`src/rtl/joy_answer_arbiter.sv`:
```
// Two-player quiz input stage: sync, debounce, one-hot check, first-answer arbitration with lockout.
// Answer/invalid events are registered pulses; a clean press reports DEBOUNCE_CYCLES+3 edges after first sampling.
module joy_answer_arbiter #(
  parameter int DEBOUNCE_CYCLES = 16
) (
  input  logic       clk,
  input  logic       rst_n,
  input  logic [8:0] joy_left,
  input  logic [8:0] joy_right,
  input  logic       lock_clear,
  output logic       ans_valid,
  output logic       ans_player,
  output logic [8:0] ans_code,
  output logic       locked,
  output logic       invalid_left,
  output logic       invalid_right
);

  localparam int            CW      = $clog2(DEBOUNCE_CYCLES) + 1;
  localparam logic [CW-1:0] CNT_MAX = CW'(DEBOUNCE_CYCLES - 1);

  typedef enum logic { RELEASED = 1'b0, HELD   = 1'b1 } pstate_e;
  typedef enum logic { ARMED    = 1'b0, LOCKED = 1'b1 } astate_e;

  logic [1:0][8:0] joy_raw;
  logic [1:0]      press_vld;
  logic [1:0]      press_bad;
  logic [1:0][8:0] press_dat;

  assign joy_raw = {joy_right, joy_left};

  for (genvar p = 0; p < 2; p++) begin : g_player
    logic [8:0]    sync1_q, sync2_q;
    logic [8:0]    cand_q, cand_d;
    logic [CW-1:0] cnt_q, cnt_d;
    pstate_e       state_q, state_d;
    logic          zero_seen_q, zero_seen_d;
    logic          stable, onehot, press;

    always_ff @(posedge clk or negedge rst_n) begin
      if (!rst_n) begin
        sync1_q     <= '0;
        sync2_q     <= '0;
        cand_q      <= '0;
        cnt_q       <= '0;
        state_q     <= RELEASED;
        zero_seen_q <= 1'b0;
      end else begin
        sync1_q     <= joy_raw[p];
        sync2_q     <= sync1_q;
        cand_q      <= cand_d;
        cnt_q       <= cnt_d;
        state_q     <= state_d;
        zero_seen_q <= zero_seen_d;
      end
    end

    always_comb begin
      cand_d = cand_q;
      cnt_d  = cnt_q;
      if (sync2_q != cand_q) begin
        cand_d = sync2_q;
        cnt_d  = '0;
      end else if (cnt_q != CNT_MAX) begin
        cnt_d = cnt_q + 1'b1;
      end
    end

    assign stable = (cnt_q == CNT_MAX);
    assign onehot = (cand_q != '0) && ((cand_q & (cand_q - 9'd1)) == '0);

    // A press only counts once the stick has been seen stably released since
    // reset, so a button held across reset cannot fire on its own.
    always_comb begin
      state_d     = state_q;
      zero_seen_d = zero_seen_q;
      press       = 1'b0;
      if (stable) begin
        if (cand_q == '0) begin
          zero_seen_d = 1'b1;
        end
        if (state_q == RELEASED) begin
          if (cand_q != '0) begin
            state_d = HELD;
            press   = zero_seen_q;
          end
        end else if (cand_q == '0) begin
          state_d = RELEASED;
        end
      end
    end

    assign press_vld[p] = press & onehot;
    assign press_bad[p] = press & ~onehot;
    assign press_dat[p] = cand_q;
  end

  astate_e    astate_q, astate_d;
  logic       tie_q, tie_d;
  logic       ans_valid_q, ans_valid_d;
  logic       ans_player_q, ans_player_d;
  logic [8:0] ans_code_q, ans_code_d;
  logic [1:0] invalid_q;
  logic       winner;

  always_ff @(posedge clk or negedge rst_n) begin
    if (!rst_n) begin
      astate_q     <= ARMED;
      tie_q        <= 1'b0;
      ans_valid_q  <= 1'b0;
      ans_player_q <= 1'b0;
      ans_code_q   <= '0;
      invalid_q    <= '0;
    end else begin
      astate_q     <= astate_d;
      tie_q        <= tie_d;
      ans_valid_q  <= ans_valid_d;
      ans_player_q <= ans_player_d;
      ans_code_q   <= ans_code_d;
      invalid_q    <= press_bad;
    end
  end

  // Presses arriving while locked (even alongside lock_clear) are dropped.
  always_comb begin
    astate_d     = astate_q;
    tie_d        = tie_q;
    ans_valid_d  = 1'b0;
    ans_player_d = ans_player_q;
    ans_code_d   = ans_code_q;
    winner       = press_vld[1];
    if (astate_q == ARMED) begin
      if (press_vld != 2'b00) begin
        if (press_vld == 2'b11) begin
          winner = tie_q;
          tie_d  = ~tie_q;
        end
        ans_valid_d  = 1'b1;
        ans_player_d = winner;
        ans_code_d   = press_dat[winner];
        astate_d     = LOCKED;
      end
    end else if (lock_clear) begin
      astate_d = ARMED;
    end
  end

  assign ans_valid     = ans_valid_q;
  assign ans_player    = ans_player_q;
  assign ans_code      = ans_code_q;
  assign locked        = (astate_q == LOCKED);
  assign invalid_left  = invalid_q[0];
  assign invalid_right = invalid_q[1];

endmodule

```
`config.mk`:
```
export PLATFORM = sky130hd
export DESIGN_NAME = joy_answer_arbiter
export DESIGN_NICKNAME = d
export VERILOG_FILES = /design/src/rtl/joy_answer_arbiter.sv
export SDC_FILE = /design/constraint.sdc
export NUM_CORES = 1
export LEC_CHECK = 0
export BUFFER_PORTS_ARGS = -buffer_cell sky130_fd_sc_hd__buf_4
export CELL_PAD_IN_SITES_DETAIL_PLACEMENT = 0
export CELL_PAD_IN_SITES_GLOBAL_PLACEMENT = 1
export CORE_MARGIN = 10
export CORE_UTILIZATION = 47
export DETAILED_ROUTE_END_ITERATION = 8
export PLACE_DENSITY_LB_ADDON = 0.1
export SLEW_MARGIN = 40
export SYNTH_ARGS = -nofsm -noshare
export SYNTH_HDL_FRONTEND = slang
export SYNTH_SLANG_ARGS = --single-unit
```
`constraint.sdc`:
```
create_clock -name clk -period 2.8 [get_ports clk]
set_clock_uncertainty 0.05 [all_clocks]
set_input_delay 0 -clock clk [delete_from_list [all_inputs] [get_ports clk]]
set_output_delay 0 -clock clk [all_outputs]
set_load 0.005 [all_outputs]
```
== Word level (Yosys, flattened, before mapping) ==
Cells that the tools add are included.
Storage, ports and cells
  flip-flop bits (word level): 83
  input port bits: 21
  logic and storage cells: 80
Cells by class
  add/sub/neg operators: 4
  magnitude comparators: 1
  eq/ne operators: 7
  multiplexer cells: 25
  bitwise operators: 10
  reductions and logical operators: 15
Operator list (number)
  9-bit logical NOT: 4
  5-bit 2-to-1 mux: 4
  1-bit 2-to-1 mux: 19
  9-bit bitwise AND: 2
  9-bit 2-to-1 mux: 2
  9-bit != test: 2
  9-bit nonzero test: 2
  9-bit by 1-bit subtractor with 9-bit output (second input constant): 2
  5-bit by 1-bit adder with 5-bit output (second input constant): 2
  5-bit by 4-bit equality test with 1-bit output (second input constant): 2
  5-bit by 4-bit != test with 1-bit output (second input constant): 2
  2-bit AND reduction: 3
  2-bit nonzero test: 3
  1-bit bitwise AND: 4
  1-bit inverter: 4
  3-bit AND reduction: 1
  2-bit equality test (second input constant): 1
  1-bit logical AND: 2
  1-bit by 2-bit < comparator with 1-bit output (second input constant): 1

== Longest topological paths before layout ==
  word-level depth: 11
  gate-level depth with buffers: 11
  gate-level depth less buffers: 9

== Least setup slack after synthesis ==
Ideal clock, no wire load.
  kind: flip-flop to flip-flop
  from: reg g_player[0].cand_q[1]
  to: reg ans_code_q[7] (netlist: ans_code[7])
  library setup time: 65 ps
  data arrival time: 2045 ps
  data required time: 2685 ps
  setup slack: 641 ps
  stages on the path, launching flop included: 8
  buffers on the path: 1
  period minus slack after synthesis: 2159 ps
  path through: dfrtp_1 or4_4 o31ai_1 o211ai_2 o211ai_2 buf_4 mux2i_1 o21a_1
Between the ends
  cells in the longest elaborated chain, start to end: 11
Ends and longest elaborated chain
  start: declaration: RTL line 34  | logic [8:0] cand_q, cand_d;
  start signal: assignment: RTL line 51  | cand_q <= cand_d;
  9-bit by 1-bit subtractor with 9-bit output / 9-bit nonzero test (equally long branches): RTL line 70, 83
  9-bit bitwise AND / 1-bit 2-to-1 mux (equally long branches): RTL line 70, 83
  9-bit logical NOT / 1-bit 2-to-1 mux (equally long branches): RTL line 70, 82
  1-bit logical AND / 1-bit 2-to-1 mux (equally long branches): RTL line 70, 78
  1-bit bitwise AND *: RTL line 93  | assign press_vld[p] = press & onehot;
  2-bit equality test: RTL line 134  | if (press_vld == 2'b11) begin
  1-bit 2-to-1 mux: RTL line 134
  1-bit 2-to-1 mux: RTL line 133  | if (press_vld != 2'b00) begin
  1-bit 2-to-1 mux: RTL line 132  | if (astate_q == ARMED) begin
  9-bit 2-to-1 mux (implied by the code) (2 in a row): RTL line 140  | ans_code_d = press_dat[winner];
  end signal: assignment: RTL line 119  | ans_code_q <= ans_code_d;
  end: declaration: RTL line 102  | logic [8:0] ans_code_q, ans_code_d;
Mark *: on every way between the ends. The rest lies on a longest branch, timed or not. The select of a mux whose other input is x is not followed.
A chain may end at the register's enable or synchronous reset.

== Final worst setup path ==
  from: reg g_player[0].cand_q[1]
  to: reg ans_code_q[0] (netlist: ans_code[0])
The elaborated chain is that of the path after synthesis.

==> results.md <==
- Status: complete, no violations
- CP startpoint: g_player[0].cand_q[1]
- Area of the multi-input gates: 0.00110 mm^2
- Pwr Density: 564 mW/mm^2
- Vias after detailed routing: 2,043
- Synth Net Count: 294
- Netlist cell types: 47
- DRT antenna net count: 0
- N_diodes: 0
- Filler cell count: 567
- Vert. Die Dim: 104 um
- Sequential fraction of the synthesis area: 61.9%
- WL per Instance: 14.8 um
- Cell area after synthesis: 0.00335 mm^2
- Num CTS Buffers: 9
- CTS max path bufs: 2
- Total chip power: 0.00225 W
- RSZ-0062 raised after global routing: false
- Synth Instances: 269
- Starting DRT DRC Count: 56
- Reg2reg setup slack: 0.29 ns
- Share of cells above drive strength 1: 19.6%
- Post-synth top flop: dfrtp_1
- End of the worst register-to-register path: ans_code[0]
- Post-route met1 wirelength: 2.92 mm
- Max Transition Viols Final: 0
- Finish-stage setup viols: 0
- Critical path type: reg2reg
- First-pass DRT Iterations: 4
- Achievable Freq: 398 MHz
- First-pass GRT wire length: 10.5 mm
- Arrival @ worst endpoint: 2.75 ns
- Site Rows: 30
- Area grow syn2layout: 19.0%
- Reg area: 0.00208 mm^2
- Worst IR Drop VDD: 0.000349 V
- Worst Path Required: 3.04 ns
- Final hold violation count: 0
- Clk_lat worst skew: 0.35 ns
- Die ar.: 0.0109 mm^2
- Detailed Place HPWL: 4.00 mm
- # DRC: 0
- Ys Warns: 0
- Slew HR: 51.7%
- Ys async rst share: 100%
- Overall routing resource usage: 11.7%
- Tightest Pin Transition: 0.724 ns
- Initial antenna violation count: 0
- Minimum clock period: 2.51 ns
- Gpl congestion: 0.715
- CTS H-Tree Depth: 3
- Die span in x: 104 um
- Critical R2R Launch: g_player[0].cand_q[1]
- Final period util: 89.8%
- DRT Wirelength: 6.04 mm
- Max layer used: met4
- Initial Util: 48.8%
- Leakage power: 1.84 nW
- Worst-path clk slew: 0.09 ns
- Vias in the first global route: 2,140
- CORE AREA: 0.00687 mm^2
- Met2 WL: 2.69 mm
- Sink Count: 83
- Setup crit end kind: register
- Clock root buffer: clkbuf_8
- Setup Buffers After CTS: 0
- # IOs: 35
- Reg2Reg Depth: 7
- Post-route core utilization: 58.1%
- Fin Setup TNS: 0 ns
- Worst Setup Start Kind: register
- Min Hold Slack: 0.192 ns
- Post-synth EDFFs: 0
- CTS tree: yes
- GRT Residual Overflow: 0
- Avg Synthesized Cell Area: 12.5 um^2
- #FFs+latches synth: 83
- Port Buffer Count: 34
- Met3 WL post-DR: 333 um
- Vias per std cell: 5.02
- # nets final: 331
- Max_cap viols: 0
- Critical path fanouts, max: 7
- Hold Path Class: in2async
- Largest net degree at the start of global routing: 84
## Yosys cell counts (all sizes together), types with 5 or more instances
| library cell | number | share of area [%] |
|---|---|---|
| nor2 | 25 | 2.8 |
| mux2i | 11 | 3.3 |
| o21a | 10 | 2.2 |
| inv | 5 | 0.56 |
| nor4 | 5 | 1.1 |
| a21oi | 23 | 3.4 |
| clkbuf | 25 | 2.9 |
| xnor2 | 7 | 1.8 |
| buf | 5 | 1.8 |
| dfrtp | 83 | 62 |
| xor2 | 18 | 4.7 |
## metrics by stage
| step | cell area (um^2) | instances | setup WS, ns |
|---|---|---|---|
| after floorplan | 3350 | 269 | 0.641 |
| after global placement | 3590 | 371 | 0.251 |
| after detailed placement | 3590 | 371 | 0.292 |
| after CTS | 3990 | 407 | 0.270 |
| after global routing | 3990 | 407 | 0.168 |
| final | 3990 | 407 | 0.285 |
## routing by layer
| layer | global-route usage [%] | vias to the layer above |
|---|---|---|
| li1 | - | 996 |
| met1 | 15.5 | 991 |
| met2 | 17.0 | 48 |
| met3 | 4.28 | 8 |
| met4 | 4.47 | 0 |
| met5 | 0 | - |
## power by group
group / leakage (nW) / switching, W / internal (W)
Combinational: 0.709 / 0.0000524 / 0.0000611
Sequential: 1.03 / 0.0000383 / 0.00124
Clock: 0.0935 / 0.000442 / 0.000420
## final cells by class
| type | count | share of cell area, % |
|---|---|---|
| Clock buffer | 10 | 3.20 |
| Sequential cell | 83 | 52.1 |
| Timing Repair Buffer | 56 | 11.9 |
| Clock inverter | 6 | 1.79 |
| Inverter | 5 | 0.471 |
| Tap cell | 96 | 3.01 |
| Multi-Input combinational cell | 151 | 27.6 |
## timing repair
action | in CTS | in global routing
resized for setup | 0 | 0
hold endpoints to repair | 102 | 0
hold buffers | 20 | 0
## sequential cells by signal, summed over array words and instances, names as in the netlist
register              flops
ans_valid                 1
tie_q                     1
ans_player                1
g_player.zero_seen_q      2
g_player.state_q          2
ans_code                  9
invalid_q                 2
g_player.sync2_q         18
g_player.cnt_q           10
g_player.cand_q          18
locked                    1
g_player.sync1_q         18
## critical path, cell delays in order, from the launching register on
cell      delay (ns)
dfrtp_1         0.45
or4_4           0.58
o31ai_1         0.27
o211ai_2        0.13
o211ai_2        0.32
buf_4           0.26
mux2i_1         0.24
o21a_1          0.15
## placed cells by master, fill, tap and decap left out, types with 7 or more instances in the layout
| cell | count |
|---|---|
| xor2_1 | 18 |
| dfrtp_1 | 83 |
| dlygate4sd3_1 | 20 |
| nor2_1 | 25 |
| xnor2_1 | 7 |
| mux2i_1 | 11 |
| a21oi_1 | 23 |
| o21a_1 | 10 |
| clkbuf_8 | 9 |
| buf_4 | 35 |
## cells by family after synthesis
family,after synthesis,share of synthesized area (%)
fa+ha+maj,5,1.79
xor+xnor,25,6.53
simple gates,57,10.3
mux,11,3.28
flops,83,61.9
compound gates,53,10.9
buf+inv,35,5.26
## how the worst max path moves through the flow
stage	end	slack, ns	cells past startpoint
6_report	ans_code[0]	0.29	7
5_1_grt	ans_code[0]	0.17	7
4_1_cts	ans_code[0]	0.27	7
3_5_place_dp	ans_code[0]	0.29	7
3_3_place_gp	ans_code[0]	0.25	7
2_1_floorplan	ans_code[7]	0.64	7
Note: power is estimated with default switching activity, not from simulation.
